## config.mk

```make
export PLATFORM = sky130hd
export DESIGN_NAME = cmp_seq_ctrl
export DESIGN_NICKNAME = d
export VERILOG_FILES = /design/src/rtl/cmp_seq_ctrl.sv
export SDC_FILE = /design/constraint.sdc
export NUM_CORES = 1
export LEC_CHECK = 0
export ABC_CLOCK_PERIOD_IN_PS = 4090
export CORE_MARGIN = 2
export CORE_UTILIZATION = 40
export DETAILED_ROUTE_END_ITERATION = 8
export GPL_ROUTABILITY_DRIVEN = 0
export HOLD_SLACK_MARGIN = 0.15
export PLACE_DENSITY = 0.72
export SYNTH_ARGS = -nofsm -noshare
export SYNTH_HDL_FRONTEND = slang
export SYNTH_SLANG_ARGS = --single-unit
```

## constraint.sdc

```tcl
create_clock -name clk -period 4.09 [get_ports clk]
set_input_delay 1.227 -clock clk [delete_from_list [all_inputs] [get_ports clk]]
set_output_delay 1.227 -clock clk [all_outputs]
set_load 0.03 [all_outputs]
```

## src/rtl/cmp_seq_ctrl.sv

```systemverilog
// Sequences one shared 8-bit cascadable comparator over WORDS bytes, LSB first,
// feeding each byte's lt/et/gt back as the cascade input of the next byte.
module cmp_seq_ctrl #(
    parameter int WORDS = 4
) (
    input  logic               clk,
    input  logic               rst_n,
    input  logic               start,
    input  logic [8*WORDS-1:0] op_a,
    input  logic [8*WORDS-1:0] op_b,
    input  logic               signed_mode,
    output logic               busy,
    output logic               done,
    output logic               lt,
    output logic               et,
    output logic               gt,
    output logic               err,
    output logic [7:0]         cmp_a,
    output logic [7:0]         cmp_b,
    output logic               cmp_l,
    output logic               cmp_e,
    output logic               cmp_g,
    input  logic               cmp_lt,
    input  logic               cmp_et,
    input  logic               cmp_gt
);

    localparam int IW = $clog2(WORDS);
    localparam logic [IW-1:0] LAST = IW'(WORDS - 1);

    typedef enum logic [1:0] {IDLE, RUN, DONE} state_t;

    state_t             state, state_nxt;
    logic [8*WORDS-1:0] a_q, b_q;
    logic               sgn_q;
    logic [IW-1:0]      idx;
    logic [2:0]         casc;
    logic [2:0]         res;
    logic               err_q;

    logic               accept;
    logic               last;
    logic [2:0]         cmp_res;
    logic               onehot;
    logic [7:0]         byte_a, byte_b;
    logic [7:0]         msb_flip;

    always_comb begin
        accept   = start && (state != RUN);
        last     = (idx == LAST);
        cmp_res  = {cmp_lt, cmp_et, cmp_gt};
        onehot   = (cmp_res == 3'b100) || (cmp_res == 3'b010) || (cmp_res == 3'b001);
        byte_a   = a_q[{idx, 3'b000} +: 8];
        byte_b   = b_q[{idx, 3'b000} +: 8];
        // Offset-binary on the MSB byte turns a signed compare into an unsigned one.
        msb_flip = {sgn_q & last, 7'b0};
    end

    always_comb begin
        state_nxt = state;
        case (state)
            IDLE:    if (accept) state_nxt = RUN;
            RUN:     if (last) state_nxt = DONE;
            DONE:    state_nxt = accept ? RUN : IDLE;
            default: state_nxt = IDLE;
        endcase
    end

    always_comb begin
        busy  = (state == RUN);
        done  = (state == DONE);
        cmp_a = '0;
        cmp_b = '0;
        if (state == RUN) begin
            cmp_a = byte_a ^ msb_flip;
            cmp_b = byte_b ^ msb_flip;
        end
        {cmp_l, cmp_e, cmp_g} = casc;
        {lt, et, gt}          = res;
        err                   = err_q;
    end

    always_ff @(posedge clk or negedge rst_n) begin
        if (!rst_n) begin
            state <= IDLE;
            a_q   <= '0;
            b_q   <= '0;
            sgn_q <= 1'b0;
            idx   <= '0;
            casc  <= 3'b010;
            res   <= '0;
            err_q <= 1'b0;
        end else begin
            state <= state_nxt;
            if (accept) begin
                a_q   <= op_a;
                b_q   <= op_b;
                sgn_q <= signed_mode;
                idx   <= '0;
                casc  <= 3'b010;
                res   <= '0;
                err_q <= 1'b0;
            end else if (state == RUN) begin
                casc <= cmp_res;
                if (!onehot) err_q <= 1'b1;
                if (last) res <= cmp_res;
                else      idx <= idx + 1'b1;
            end
        end
    end

endmodule

```

==> results.env, run 1 <==
DIODES=0
CTS_RESIZED=0
NUM_VIAS=2145
CTS_BUFFER_DEPTH=2
TIMING.FINAL.SETUP_VIOLATIONS=0
SYNTH_XOR_AREA_SHARE_PCT=0.7687
SYNTH_TOP_FAMILY_BY_AREA='multiplexers'
HTREE_NUM_LEVELS=3
NUMBER_OF_NETS_AT_THE_END_OF_THE_FLOW=390
SYN-INSTANCE-COUNT=219
DIE_HEIGHT_UM=96.44
SYNTH-ADDER-AREA-SHARE_PCT=0.3660
COMMONEST_NON_FILL_NON_TAP_CELL_IN_THE_LAYOUT='clkdlybuf4s50_1'
DETAIL_ROUTE.DRC_VIOLATIONS=0
AVGROUTEDWIREPERCELL_UM=16.36
POWER.SHARE.CLOCK_PCT=16.0
END_KIND='output pin'
NUM-FILL-CELLS=706
YS_TYPES=28
GRT_SETUP_UNREPAIRED='no'
YOSYSWARNINGCOUNT=0
DIE_AREA_UM2=9301
GLOBAL_ROUTE.OVERFLOW_TOTAL=0
FINALMAXSLEWVIOLATIONS=0
FINAL_MIN_PERIOD_OVER_CLOCK_PERIOD_PCT=92.12
TRITONCTS='done'
CTS_INSERTED_BUFFERS=9
SYNTH_ENABLE_FLOP_CELLS=0
CELLINTERNALPOWER_mW=2.541
YS_SEQ_AREA_SHARE_PCT=55.67
VIAS_PER_CELL=5.012
DIE_W_UM=96.44
SYNTH_COMPOUND_AREA_SHARE_PCT=2.269
PORT_BUFFERS=95
DETAIL-ROUTE-ANTENNA-NETS=0
CTS.ROOT.BUFFER_CELL='clkbuf_8'
CP_DATA_REQUIRED_TIME_PS=2860
P_PER_AREA_nW_PER_UM2=827.4
WORST_SETUP_HOLD_PATH_CLK_SLEW_PS=80
CORE_REGION_AREA_UM2=8258
PLACEDINSTANCEAREA_UM2=4463
DRT_WL_TOTAL_UM=7000
GR-USAGE-ALL-LAYERS_PCT=15.95
POST_ROUTE_CELLS_DRIVE_ABOVE_1_SHARE_PCT=31.89
VDD_DROP_MAX_mV=0.3807
GRT_ANTENNA_BEFORE_REPAIR=0
YS_FF_LATCH=76
DETAILEDROUTE.FIRSTPASSITERATIONCOUNT=2
CRITPATHARRIVALTIME_PS=2540
CLOCK_INSERTION_DELAY_WORST_SKEW_PS=330
MULTI_INPUT_AREA_UM2=1408
WORSTSETUPSTARTPOINTTYPE='flop'
GRT_PASS1_WL_UM=11090
INITIAL_CORE_UTIL_PCT=41.39
HOLDBUFCOUNTCTS=0
MAX_SLEW.WORST_PIN.SLEW_PS=944.0
CLOCK.FMAX_GHz=0.2654
FINAL_STD_CELL_AREA_NO_FILL_UM2=4678
SEQ_POWER_SHARE_PCT=34.9
WORST_HOLD_PATH_TYPE='reg -> reg'
SYN-NUM-NETS=291
POST_SYNTH_INSTANCE_AREA_UM2=3418
MAXIMUM_NUMBER_OF_PINS_ON_ONE_NET_BEFORE_GLOBAL_ROUTE_REPAIR=77
SETUP_TOTAL_NEGATIVE_SLACK_PS=0
ROW_COUNT=33
MOST_USED_FLIP_FLOP_CELL_AFTER_SYNTHESIS='dfrtp_1'
MAX_SLEW_MARGIN_PCT=37.07
ASYNC_FLOP_SHARE_PCT=100.0
SYNTHTOLAYOUTAREAGROWTH_PCT=36.86
POWER_mW=3.871
PERIOD_MINUS_SLACK_PS=3768
SETUP.WORST_PATH.CLASS='reg -> out'
R2R_SLACK_PS=2130
P_LEAK_nW=1.952
DRT-INITIAL-DRC-COUNT=83
GRT_PASS1_VIAS=2287
FINAL-SEQ-AREA_UM2=1903
FINCLKSKEW_PS=12.64
CAP_VIOL_MAX_COUNT=0
SWSHARE_PCT=34.36
CP_MAX_FO=10
CLOCK_SINK_COUNT=76
COMB_POWER_SHARE_PCT=49.1
CTS_POST_SETUP_BUFFERS_INSERTED=0
RUN_STATUS='finished, final reports clean'
MOST-COMMON-LAYOUT-CELLS='clkdlybuf4s50_1, dfrtp_1, mux2_2'
NUMBER_OF_HOLD_VIOLATIONS_IN_THE_FINAL_REPORT=0
DETAILEDPLACEMENTHPWL_UM=5059
BOUNDARYPINS=96
SWITCHINGPOWER_mW=1.330
BASIC_GATE_SHARE_OF_THE_SYNTHESIZED_AREA_COUNTING_AND_OR_NAND_AND_NOR_CELLS_PCT=4.868
SYN_AVG_CELL_AREA_UM2=15.61
SYNTH.AREA.MUX_SHARE_PCT=32.83
-- sequential cells by signal, indices dropped and copies added, names as in the netlist --
register,cells
a_q,32
b_q,32
casc,3
res,3
idx,2
state,2
err,1
sgn_q,1
-- power groups by stage --
stage	sequential (mW)	clock (mW)	combinational (mW)
finish	1.35	0.620	1.90
global route	1.40	0.672	2.04
CTS	1.36	0.639	1.93
detailed placement	1.37	0	1.93
global placement	1.36	0	1.89
floorplan	1.34	0	1.33
-- Yosys cell counts, types with 2 or more instances --
cell type / instances / area share, %
buf_4: 5 / 1.1
a22o_1: 4 / 1.0
mux4_2: 11 / 7.2
and2_1: 14 / 2.6
xor2_1: 2 / 0.51
nand3_1: 2 / 0.29
mux4_1: 5 / 3.8
mux2_2: 66 / 22
inv_1: 2 / 0.22
dfrtp_1: 75 / 55
buf_2: 6 / 0.88
nand2b_1: 2 / 0.37
nor2_1: 3 / 0.33
nand2_1: 8 / 0.88
-- metal layers --
metal  share of wire, %  track usage, %  up-vias
met2                 53           27.20       45
met3                3.8           2.948       10
met1                 42           20.36     1095
li1                   -               -      995
met5                  0               0        -
met4                1.5           5.869        0
-- path summary, 6_finish.rpt --
path	cells after the start	startpoint	to
worst max-delay path	4	idx[0]	cmp_a[7]
worst min-delay path	1	b_q[10]	b_q[10]
worst max register to register	4	state[1]	b_q[14]
worst min register to register	1	b_q[10]	b_q[10]
max in group asynchronous	1	rst_n	state[0]
min in group asynchronous	1	rst_n	b_q[3]
-- worst max-delay path, stage by stage (launching register included) --
cell	delay [ps]
dfrtp_1	660
mux4_2	590
xor2_1	160
nor2_1	120
clkdlybuf4s50_1	690
-- cells by family (layout without fill, tap and decap cells) --
group	Yosys count	count (layout)
AOI/OAI and AO/OA	10	10
xor gates and xnor gates	3	3
adders and majority gates	1	1
buffers and inverters	16	120
DFF	76	76
muxes	82	82
and+or+nand+nor	31	31
-- per-stage QoR --
stage          util, %  worst slack, ps  std cells  hold slack (ps)
3_3_place_gp     54.05            696.1        412            473.2
3_5_place_dp     54.05            658.7        412            486.0
6_report         56.65            322.3        428            503.0
2_1_floorplan        -             1293        219            470.3
4_1_cts          56.65            292.9        428            505.2
5_1_grt          56.65            160.5        428            522.3
-- layout make-up --
cell class	instances	area share, %
repair buffers	102	21.66
inverters	2	0.1605
multi-input cells	127	30.09
clock inverters	6	1.872
flip-flops and latches	76	40.68
well taps	105	2.808
clock buffers	10	2.728
Power figures use the tool's default switching activity.
==> inputs of run 2 (changes only) <==
Settings changed: SKIP_LAST_GASP from default to 1.
==> results of run 2 <==
The final DEF is identical to that of run 1; final timing and power are the same.
